==> src/rtl/writeback_arbiter_pkg.sv <==
// Shared constants and helpers for the writeback arbiter and its load FIFO.
// Register-file geometry lives here so both files agree on address width.
package writeback_arbiter_pkg;

    localparam int DATAWIDTH_DEF = 32;
    localparam int REG_ADDR_W    = 5;
    localparam int NUM_REGS      = 32;

    localparam logic [REG_ADDR_W-1:0] X0_IDX = '0;

    // x0 is hardwired zero, so it never appears in the hazard mask
    function automatic logic [NUM_REGS-1:0] rd_onehot(input logic [REG_ADDR_W-1:0] rd);
        rd_onehot = '0;
        if (rd != X0_IDX) begin
            rd_onehot[rd] = 1'b1;
        end
    endfunction

endpackage

==> src/rtl/wb_load_fifo.sv <==
// Load-response FIFO for the writeback stage: storage, wrap-bit pointers,
// occupancy and the per-entry destination mask consumed by the hazard unit.
module wb_load_fifo
    import writeback_arbiter_pkg::*;
#(
    parameter  int DATAWIDTH = DATAWIDTH_DEF,
    parameter  int LD_DEPTH  = 4,
    localparam int AW        = $clog2(LD_DEPTH)
) (
    input  logic                  clk,
    input  logic                  rst_n,
    input  logic                  push,
    input  logic [REG_ADDR_W-1:0] push_rd,
    input  logic [DATAWIDTH-1:0]  push_data,
    input  logic                  pop,
    output logic [REG_ADDR_W-1:0] head_rd,
    output logic [DATAWIDTH-1:0]  head_data,
    output logic                  empty,
    output logic [AW:0]           count,
    output logic [NUM_REGS-1:0]   pending
);

    logic [AW:0]           wptr, rptr;
    logic [REG_ADDR_W-1:0] rd_mem   [LD_DEPTH];
    logic [DATAWIDTH-1:0]  data_mem [LD_DEPTH];
    logic [LD_DEPTH-1:0]   vld_mem;
    logic                  clr_vld_p1;
    logic [AW-1:0]         clr_idx_p1;

    assign empty     = (wptr == rptr);
    assign count     = wptr - rptr;
    assign head_rd   = rd_mem[rptr[AW-1:0]];
    assign head_data = data_mem[rptr[AW-1:0]];

    // A popped entry stays visible in the mask until its register-file write
    // has landed, hence the one-cycle delayed clear. A push into the same slot
    // on that edge is ordered after the clear and wins.
    always_ff @(posedge clk or negedge rst_n) begin
        if (!rst_n) begin
            wptr       <= '0;
            rptr       <= '0;
            vld_mem    <= '0;
            clr_vld_p1 <= 1'b0;
            clr_idx_p1 <= '0;
        end else begin
            clr_vld_p1 <= pop;
            clr_idx_p1 <= rptr[AW-1:0];
            if (clr_vld_p1) begin
                vld_mem[clr_idx_p1] <= 1'b0;
            end
            if (push) begin
                vld_mem[wptr[AW-1:0]] <= 1'b1;
                wptr                  <= wptr + 1'b1;
            end
            if (pop) begin
                rptr <= rptr + 1'b1;
            end
        end
    end

    always_ff @(posedge clk) begin
        if (push) begin
            rd_mem[wptr[AW-1:0]]   <= push_rd;
            data_mem[wptr[AW-1:0]] <= push_data;
        end
    end

    always_comb begin
        pending = '0;
        for (int i = 0; i < LD_DEPTH; i++) begin
            if (vld_mem[i]) begin
                pending = pending | rd_onehot(rd_mem[i]);
            end
        end
    end

endmodule

==> src/rtl/writeback_arbiter.sv <==
// Writeback stage: merges ALU results and queued load responses onto the
// single register-file write port, with starvation forcing for the load queue.
module writeback_arbiter
    import writeback_arbiter_pkg::*;
#(
    parameter  int DATAWIDTH    = DATAWIDTH_DEF,
    parameter  int LD_DEPTH     = 4,
    parameter  int STARVE_LIMIT = 8,
    localparam int CW           = $clog2(LD_DEPTH) + 1
) (
    input  logic                  clk,
    input  logic                  rst_n,
    input  logic                  alu_valid,
    output logic                  alu_ready,
    input  logic [REG_ADDR_W-1:0] alu_rd,
    input  logic [DATAWIDTH-1:0]  alu_data,
    input  logic                  ld_valid,
    output logic                  ld_ready,
    input  logic [REG_ADDR_W-1:0] ld_rd,
    input  logic [DATAWIDTH-1:0]  ld_data,
    output logic                  rf_write,
    output logic [REG_ADDR_W-1:0] rf_writeReg,
    output logic [DATAWIDTH-1:0]  rf_writeData,
    output logic [NUM_REGS-1:0]   ld_pending,
    output logic [CW-1:0]         ld_count
);

    localparam int SW = $clog2(STARVE_LIMIT + 1);

    logic [SW-1:0]         starve_cnt;
    logic                  force_pop;
    logic                  alu_take, push, pop;
    logic                  fifo_empty;
    logic [REG_ADDR_W-1:0] head_rd;
    logic [DATAWIDTH-1:0]  head_data;
    logic                  wr_en;
    logic [REG_ADDR_W-1:0] wr_rd;
    logic [DATAWIDTH-1:0]  wr_data;

    wb_load_fifo #(
        .DATAWIDTH (DATAWIDTH),
        .LD_DEPTH  (LD_DEPTH)
    ) u_fifo (
        .clk       (clk),
        .rst_n     (rst_n),
        .push      (push),
        .push_rd   (ld_rd),
        .push_data (ld_data),
        .pop       (pop),
        .head_rd   (head_rd),
        .head_data (head_data),
        .empty     (fifo_empty),
        .count     (ld_count),
        .pending   (ld_pending)
    );

    // Handshakes depend only on registered state; ld_ready uses the pre-pop count
    assign force_pop = (starve_cnt == SW'(STARVE_LIMIT));
    assign alu_ready = !force_pop;
    assign ld_ready  = (ld_count < CW'(LD_DEPTH));
    assign alu_take  = alu_valid && alu_ready;
    assign push      = ld_valid && ld_ready;
    assign pop       = !alu_take && !fifo_empty;

    always_comb begin
        wr_rd   = alu_take ? alu_rd   : head_rd;
        wr_data = alu_take ? alu_data : head_data;
        wr_en   = (alu_take || pop) && (wr_rd != X0_IDX);
    end

    always_ff @(posedge clk or negedge rst_n) begin
        if (!rst_n) begin
            rf_write     <= 1'b0;
            rf_writeReg  <= '0;
            rf_writeData <= '0;
            starve_cnt   <= '0;
        end else begin
            rf_write <= wr_en;
            if (wr_en) begin
                rf_writeReg  <= wr_rd;
                rf_writeData <= wr_data;
            end
            if (fifo_empty || pop) begin
                starve_cnt <= '0;
            end else if (!force_pop) begin
                starve_cnt <= starve_cnt + SW'(1);
            end
        end
    end

endmodule

==> config.mk <==
export PLATFORM = sky130hd
export DESIGN_NAME = writeback_arbiter
export DESIGN_NICKNAME = d
export VERILOG_FILES = /design/src/rtl/writeback_arbiter_pkg.sv /design/src/rtl/wb_load_fifo.sv /design/src/rtl/writeback_arbiter.sv
export SDC_FILE = /design/constraint.sdc
export NUM_CORES = 1
export LEC_CHECK = 0
export BUFFER_PORTS_ARGS = -buffer_cell sky130_fd_sc_hd__buf_2
export CAP_MARGIN = 25
export CORE_MARGIN = 2
export CORE_UTILIZATION = 61
export DETAILED_ROUTE_END_ITERATION = 8
export PLACE_DENSITY = 0.91
export RECOVER_POWER = 100
export SYNTH_ARGS = -nofsm -noshare
export SYNTH_HDL_FRONTEND = slang
export SYNTH_HIERARCHICAL = 1
export SYNTH_SLANG_ARGS = --single-unit
==> constraint.sdc <==
create_clock -name clk -period 5.35 [get_ports clk]
set_clock_uncertainty 0.2 [all_clocks]
set_input_delay 0.8025 -clock clk [delete_from_list [all_inputs] [get_ports clk]]
set_output_delay 0.8025 -clock clk [all_outputs]
set_load 0.05 [all_outputs]
* Word level (Yosys, flattened, before mapping)
Memory sizes are Yosys's and may differ from the RTL's. Cells that the tools add are included.
Cells by class: mux-type cells 31, reductions and logical operators 20, $add $sub $neg 4, bitwise logic cells 6, equal/unequal tests 3, order comparisons 13
Operators by type and width (number):
- $mux W32 | 12
- $or A32 B32 Y32 | 3
- $reduce_bool A5 Y1 | 5
- $lt A5 B6 Y1 const B | 4
- $demux W1 S5 | 4
- $ge A5 B1 Y1 const B | 4
- $mux W4 | 4
- $logic_and A1 B1 Y1 | 10
- $mux W1 | 8
- $add A3 B1 Y3 const B | 2
- $lt A2 B3 Y1 const B | 2
- $mux W5 | 1
- $add A4 B1 Y4 const B | 1
- $and A4 B4 Y4 | 1
- $demux W1 S2 | 2
- $eq A4 B4 Y1 const B | 1
- $ge A2 B1 Y1 const B | 2
- $not A4 Y4 | 1
- $or A4 B4 Y4 | 1
- $eq A3 B3 Y1 | 1
- $logic_not A1 Y1 | 3
- $lt A3 B3 Y1 const B | 1
- $sub A3 B3 Y3 | 1
- $logic_or A1 B1 Y1 | 2
- $ne A2 B1 Y1 const B | 1
Word-level totals: bits of input ports 78, bits in registers 55, memories 2, RAM bits 148
Memory list:
- u_fifo.data_mem | depth 4, bits a word 32, rd ports 1, clocked after memory_dff 0, wr ports 1, RTL line wb_load_fifo.sv:25 | logic [DATAWIDTH-1:0] data_mem [LD_DEPTH];
- u_fifo.rd_mem | depth 4, bits a word 5, rd ports 5, clocked after memory_dff 0, wr ports 1, RTL line wb_load_fifo.sv:24 | logic [REG_ADDR_W-1:0] rd_mem [LD_DEPTH];

* Logic depth before layout (Yosys ltp)
Gate-level depths: netlist of the first run.
depth after elaboration 12, gate-level depth with buffers 12

* By module
The synthesis of the first run kept the hierarchy.
Modules (own cells, without submodules):
- wb_load_fifo | cells each 395, instances 1, area each 7076.8 um^2
- writeback_arbiter | cells each 256, instances 1, area each 2566.2 um^2

* Worst setup path after synthesis of the first run
Ideal clock, no wire load.
path kind register to register, from register u_fifo.wptr[0], to register u_fifo.wptr[2], data arrival time 3.139 ns, library setup time 0.185 ns, clock period less this slack 3.524 ns, path slack 1.826 ns, required time 4.965 ns, stages on the path, launching flop included 8, buffers on the path 0, cells stage by stage dfrtp_1 inv_1 ha_1 fa_1 xnor2_1 nor2b_1 and2_1 xor2_1
Between the ends: longest elaborated chain between the ends 3
RTL lines:
- start, declared | RTL line wb_load_fifo.sv:23 | logic [AW:0] wptr, rptr;
- start signal, assigned | RTL line wb_load_fifo.sv:53 | wptr <= wptr + 1'b1;
- $sub A3 B3 Y3 | RTL line wb_load_fifo.sv:31 | assign count = wptr - rptr;
- named net ld_count[2] | RTL line writeback_arbiter.sv:25 | output logic [CW-1:0] ld_count
- $lt A3 B3 Y1 | RTL line writeback_arbiter.sv:60 | assign ld_ready = (ld_count < CW'(LD_DEPTH));
- $logic_and A1 B1 Y1 | RTL line writeback_arbiter.sv:62 | assign push = ld_valid && ld_ready;
- named net push | RTL line writeback_arbiter.sv:32 | logic alu_take, push, pop;
The timed path passes the listed nets, and every way through them passes these cells. A chain may end at the register's enable or synchronous reset.

* Worst setup path after layout of the first run
from register u_fifo.rptr[1], to register rf_writeData[6]
RTL lines:
- start, declared | RTL line wb_load_fifo.sv:23
- start signal, assigned | RTL line wb_load_fifo.sv:56 | rptr <= rptr + 1'b1;
- $mem_v2 Z4 W5
- named net head_rd[3] | RTL line writeback_arbiter.sv:34 | logic [REG_ADDR_W-1:0] head_rd;
- $mux W5 | RTL line writeback_arbiter.sv:66 | wr_rd = alu_take ? alu_rd : head_rd;
- $reduce_bool A5 Y1 | RTL line writeback_arbiter.sv:68 | wr_en = (alu_take || pop) && (wr_rd != X0_IDX);
- $logic_and A1 B1 Y1 | RTL line writeback_arbiter.sv:68
- end signal, assigned | RTL line writeback_arbiter.sv:81 | rf_writeData <= wr_data;
- end, declared | RTL line writeback_arbiter.sv:23 | output logic [DATAWIDTH-1:0] rf_writeData,
The timed path passes the listed nets, and every way through them passes these cells.

==> results of run 1 <==
[worst min path at each step]
| stage | startpoint | end | slack (ps) | depth (start not counted) |
|---|---|---|---|---|
| after floorplan | u_fifo/rptr[0]$_DFFE_PN0P_ | u_fifo/clr_idx_p1[0]$_DFF_PN0_ | 240 | 0 |
| after global placement | u_fifo/rptr[2]$_DFFE_PN0P_ | u_fifo/rptr[2]$_DFFE_PN0P_ | 280 | 1 |
| after detailed placement | u_fifo/wptr[2]$_DFFE_PN0P_ | u_fifo/wptr[2]$_DFFE_PN0P_ | 280 | 1 |
| after CTS | rst_n | rf_writeData[30]$_DFFE_PN0P_ | 270 | 2 |
| after global routing | u_fifo/wptr[2]$_DFFE_PN0P_ | u_fifo/wptr[2]$_DFFE_PN0P_ | 310 | 1 |
| final | u_fifo/wptr[2]$_DFFE_PN0P_ | u_fifo/wptr[2]$_DFFE_PN0P_ | 290 | 1 |
[worst reg2reg max path, delay by kind of cell (launching register included)]
kind / cells / cell delay [ps]
flip-flops: 1 / 1650
AND/OR/NAND/NOR: 1 / 300
buffers and inverters: 2 / 850
AO/OA/AOI/OAI: 2 / 700
multiplexers: 1 / 480
[cells in the final DEF (no fill, tap or decap), drive strengths merged, types with 11 or more instances in the layout]
master / instances
a22oi: 16
edfxtp: 148
mux4: 37
a311oi: 35
dfrtp: 55
inv: 49
a2111oi: 35
clkbuf: 135
a221oi: 35
o221ai: 21
buf: 55
nor2b: 11
nand2: 15
[registers in the layout (all words and copies together), names as in the netlist]
register and cells:
rf_write 1, u_fifo/clr_idx_p1 2, starve_cnt 4, u_fifo/rptr 3, u_fifo/data_mem 128, u_fifo/clr_vld_p1 1, u_fifo/wptr 3, rf_writeData 32
u_fifo/vld_mem 4, u_fifo/rd_mem 20, rf_writeReg 5
[per-stage QoR]
| stage | std cells | utilization (%) | area, um2 |
|---|---|---|---|
| after CTS | 1001 | 72.6 | 11100 |
| after detailed placement | 965 | 68.2 | 10400 |
| after global placement | 964 | 68.0 | 10400 |
| final | 1004 | 71.9 | 11000 |
| after floorplan | 651 | - | 9640 |
| after global routing | 1004 | 71.9 | 11000 |
[kinds of logic after synthesis]
family,count (synthesis)
buffers and inverters,107
xor gates and xnor gates,8
muxes,37
and+or+nand+nor,105
AOI/OAI and AO/OA,180
adders and majority gates,10
other,1
DFF,203
[layout make-up]
type	instances	area [um2]	area share, %
Clock buffer	25	541	4.91
Tap cell	211	264	2.40
Clock inverter	11	133	1.20
Multi-Input combinational cell	341	3300	29.9
Timing Repair Buffer	165	778	7.07
Inverter	48	180	1.64
Sequential cell	203	5820	52.8
[where the power goes]
part           switching (mW)  internal, mW  leakage (nW)
clock network           0.579         0.865         0.325
registers               0.401          2.20          1.99
logic                    1.95         0.838          1.49
total                    2.93          3.90          3.81
[per-layer routing]
metal | wire length (um) | up-vias | track usage (%)
li1 | - | 2979 | -
met1 | 9810 | 3547 | 44.5
met2 | 13900 | 572 | 54.1
met3 | 2640 | 74 | 4.31
met4 | 1020 | 0 | 13.7
met5 | 0 | - | 0
==> qor.txt, run 1 <==
Synth Instances - 651
final WL - 27400 um
reg2reg end - rf_writeData[6]$_DFFE_PN0P_
FF-to-FF Start - u_fifo/rptr[1]$_DFFE_PN0P_
critical path, cell by cell - mux4_2 > nor4_1 > buf_4 > a22o_1 > buf_4 > a311oi_1
via count - 7172
CTS Buf Count - 20
final worst path period share - 81.3%
CP bufs+invs - 2
# setup viols final - 0
Synth Area in Compound Gates - 15.9%
Area contributors post-synth - edfxtp_1 46%, dfrtp_1 14%, mux4_2 8.6%
largest net degree at the start of global routing - 56
Synth Register Bits - 203
Die Wd - 130 um
drt first pass iters - 5
Post-CTS Setup Bufs - 0
worst-skew pair later-pin latency - 490 ps
Critical Path Fanout Max - 41
Post-CTS Resized - 0
Synth area leader - edfxtp_1
Core ar. - 0.0153 mm2
P per Cell Area - 620 mW/mm2
residual DRC count - 0
worst-margin pin slew - 3140 ps
synthesized area per cell - 14.8 um2
CP startpoint kind - flop
worst min path class - flop to flop
RSZ-0062 raised after global routing - false
Worst IR Drop VDD - 0.000431 V
simple logic cell fraction of the synthesized area - 7.69%
ant diodes - 0
Async S/R FF share, synth - 27.1%
Slowest cell on crit path - dfrtp_1
Main synth FF type - edfxtp_1
status - complete, but fails checks
htree depth - 1
synthesized-area fraction occupied by adder cells - 1.38%
Synth top area share - 46.1%
GPL Wtd Cong - 0.975
Final Hold Fails - 0
slowest cell delay on critical path - 1650 ps
XOR/XNOR share of the synthesized area - 0.727%
Max Cap Viol - 2
Port Buf Inserts - 151
GRT Total Usage - 32.6%
Netlist Area Pre-Place - 0.00964 mm2
yosys warns - 6
CP most frequent cell - buf_4
hold-fix buffer count after cts - 0
part of the Yosys area used for sequential elements - 60.4%
max-slew violations - 98
final setup margin - 1000 ps
CP Class - flop to flop
initial DRC count - 886
largest family of logic cells by synthesized area - compound AO/OA/AOI/OAI gates
Die ar. - 0.0168 mm2
share of layout cells above drive strength 1 - 16.9%
Relative slew margins - -109%
failing checks - max-capacitance violations, max-slew violations
post-route setup TNS - 0 ps
vias per inst - 7.14
P_leak - 3.81 nW
CP endpoint kind - flop
Reg2Reg Depth - 6
synth cell count leaders - 148 x edfxtp_1, 55 x dfrtp_1, 46 x inv_1, 37 x mux4_2
delay-heaviest family, CP - flip-flops
CTS tree - done
CTS max path bufs - 3
number of I/O pins - 153
worst slack, placed - 1740 ps
vias in the first global route - 6888
syn_nets - 739
critical path arrival - 4480 ps
post-DP HPWL - 17600 um
FF-to-FF setup slack - 1000 ps
CP Capture Point - rf_writeData[6]$_DFFE_PN0P_
nets@finish - 867
Post-synth EDFFs - 148
clock root cell - clkbuf_16
Routed wire per std cell - 27.3 um
layout overhead on the synthesized area - 14.2%
total power - 6.83 mW
fmax - 230 MHz
global-route wire length before repair - 40900 um
initial antenna violation count - 0
Routed Antenna Nets - 0
count leader, synth - edfxtp_1
Initial Utilization - 63.0%
Fin Hold WS - 286 ps
number of distinct library cells after synthesis - 60
floorplan row count - 45
clock slew at reported path FFs - 70 ps
WP depth - 6
CP Data Required Time - 5480 ps
crit path from - u_fifo/rptr[1]$_DFFE_PN0P_
# fillers - 1011
total grt overflow - 0
min cycle time layout - 4350 ps
multiplexer share of the synthesized area - 8.64%
clk sinks - 203
Die Height - 130 um
Note: power is estimated with default switching activity, not from simulation.
==> run 2: changes to the inputs <==
- CORE_UTILIZATION: 61 -> 51
- PLACE_DENSITY: 0.91 -> 0.82
- clock period: 5.35 -> 3.7 ns (I/O delays scaled with it)
==> run 2 against run 1 <==
Net effect: the flow still finishes with violations (max-capacitance violations, max-slew violations); non-clock buffer count is 5 higher; sequential share of layout area down 0.35 points; critical path type is now flop to output pin; total power grew 43%; critical path depth is 2 lower; largest cell class unchanged; worst hold slack got worse by 160 ps; sequential power up 44%.
==> qor.txt, run 2 (synthesis gave the netlist of run 1 again) <==
Port Buf Inserts - 151 (unchanged)
max-slew violations - 34 (-65%)
total grt overflow - 0 (unchanged)
ant diodes - 0 (unchanged)
Relative slew margins - -23.7% (+85 points)
worst min path class - input pin to flop
final worst path period share - 92.3%
# setup viols final - 0 (unchanged)
initial antenna violation count - 0 (unchanged)
via count - 7021 (-2.1%)
P_leak - 3.84 nW (+0.79%)
CTS max path bufs - 3 (unchanged)
post-DP HPWL - 17000 um (-3.6%)
drt first pass iters - 5 (unchanged)
htree depth - 1 (unchanged)
CTS tree - done
hold-fix buffer count after cts - 1 (+1)
GPL Wtd Cong - 0.921 (-5.6%)
P per Cell Area - 882 mW/mm2 (+42%)
GRT Total Usage - 25.0% (-7.7 points)
post-route setup TNS - 0 ps (unchanged)
status - complete, but fails checks
initial DRC count - 846 (-4.5%)
Die Wd - 142 um (+9.1%)
critical path arrival - 2660 ps (-1820 ps)
residual DRC count - 0 (unchanged)
Critical Path Fanout Max - 11 (-73%)
total power - 9.78 mW (+43%)
Die Height - 142 um (+9.1%)
clock slew at reported path FFs - 60 ps (about the same)
flip-flop count of the largest register after layout - 128 (unchanged)
Routed wire per std cell - 24.8 um (-9.3%)
CP Data Required Time - 2940 ps (-2540 ps)
layout overhead on the synthesized area - 15.0%
most frequent cells in the layout - 148 x edfxtp_1, 113 x clkbuf_1, 54 x dfrtp_1
share of layout cells above drive strength 1 - 18.0% (+1.1 points)
failing checks - max-capacitance violations, max-slew violations
nets@finish - 872 (+0.58%)
RSZ-0062 raised after global routing - false
# fillers - 1427 (+41%)
fmax - 293 MHz
final WL - 25500 um (-6.8%)
number of I/O pins - 153 (unchanged)
CP endpoint kind - output pin
CTS Buf Count - 20 (unchanged)
worst-skew pair later-pin latency - 490 ps (about the same)
CP startpoint kind - flop
Post-DP Area - 0.0106 mm2 (+0.99%)
Final Hold Fails - 0 (unchanged)
vias per inst - 6.80 (-4.8%)
worst-margin pin slew - 1860 ps (-1280 ps)
clk sinks - 203 (unchanged)
clock root cell - clkbuf_16
register area - 0.00582 mm2 (about the same)
Max Cap Viol - 1 (-1)
Initial Utilization - 51.7% (-11 points)
Die ar. - 0.0200 mm2 (+19%)
Routed Antenna Nets - 0 (unchanged)
multi-input logic area - 0.00332 mm2 (+0.53%)
vias in the first global route - 6721 (-2.4%)
min cycle time layout - 3410 ps
Worst IR Drop VDD - 0.000657 V (+53%)
largest net degree at the start of global routing - 39 (-30%)
Core ar. - 0.0186 mm2 (+22%)
Post-CTS Resized - 0 (unchanged)
CP Class - flop to output pin
fin area - 0.0111 mm2 (+0.68%)
Post-CTS Setup Bufs - 0 (unchanged)
commonest non-fill, non-tap cell in the layout - edfxtp_1
global-route wire length before repair - 38600 um (-5.7%)
floorplan row count - 50 (+11%)
-- run 2: critical path, cell delays in order (launching register included) --
cell	delay (ps)
edfxtp_1	530
nor4b_1	970
a32oi_1	220
o221ai_1	130
clkbuf_2	320
-- run 2: final timing paths --
check	start	cells past startpoint	end	slack, ps
setup / recovery	u_fifo/rd_mem[0][4]$_DFFE_PP_	4	ld_pending[12]	290
hold / removal	ld_data[15]	1	u_fifo/data_mem[2][15]$_DFFE_PP_	130
setup reg to reg	u_fifo/rptr[0]$_DFFE_PN0P_	5	rf_writeData[17]$_DFFE_PN0P_	290
hold reg to reg	u_fifo/rptr[2]$_DFFE_PN0P_	1	u_fifo/rptr[2]$_DFFE_PN0P_	300
max in group asynchronous	rst_n	3	rf_writeData[3]$_DFFE_PN0P_	930
min in group asynchronous	rst_n	2	u_fifo/wptr[0]$_DFFE_PN0P_	910
-- run 2: routing by layer --
layer / wire length (um) / GRT usage (%) / vias up
li1: - / - / 2997
met3: 2410 / 3.64 / 60
met4: 832 / 9.32 / 0
met5: 0 / 0 / -
met2: 12500 / 41.7 / 516
met1: 9780 / 33.6 / 3448
-- run 2: metrics by stage --
stage / hold WS, ps / std cells / utilization (%) / worst slack [ps]
floorplan: 59.4 / 651 / - / 176
global placement: 280 / 994 / 56.6 / 773
detailed placement: 285 / 994 / 56.6 / 626
CTS: 69.4 / 1031 / 60.2 / 526
global route: 132 / 1032 / 59.5 / 183
finish: 125 / 1032 / 59.5 / 285
-- run 2: area by class of cell --
type / count / share of cell area (%)
Sequential cell: 203 / 52.5
Multi-Input combinational cell: 341 / 29.9
Timing Repair Buffer: 170 / 7.37
Clock buffer: 27 / 5.12
Tap cell: 234 / 2.64
Inverter: 48 / 1.62
Clock inverter: 9 / 0.846
-- run 2: report_power, final --
| group | leakage, nW | internal [mW] | switching, mW | total (mW) |
|---|---|---|---|---|
| sequential | 1.99 | 3.18 | 0.556 | 3.74 |
| combinational | 1.53 | 1.22 | 2.79 | 4.01 |
| clock | 0.323 | 1.22 | 0.816 | 2.03 |
| total | 3.84 | 5.62 | 4.16 | 9.78 |
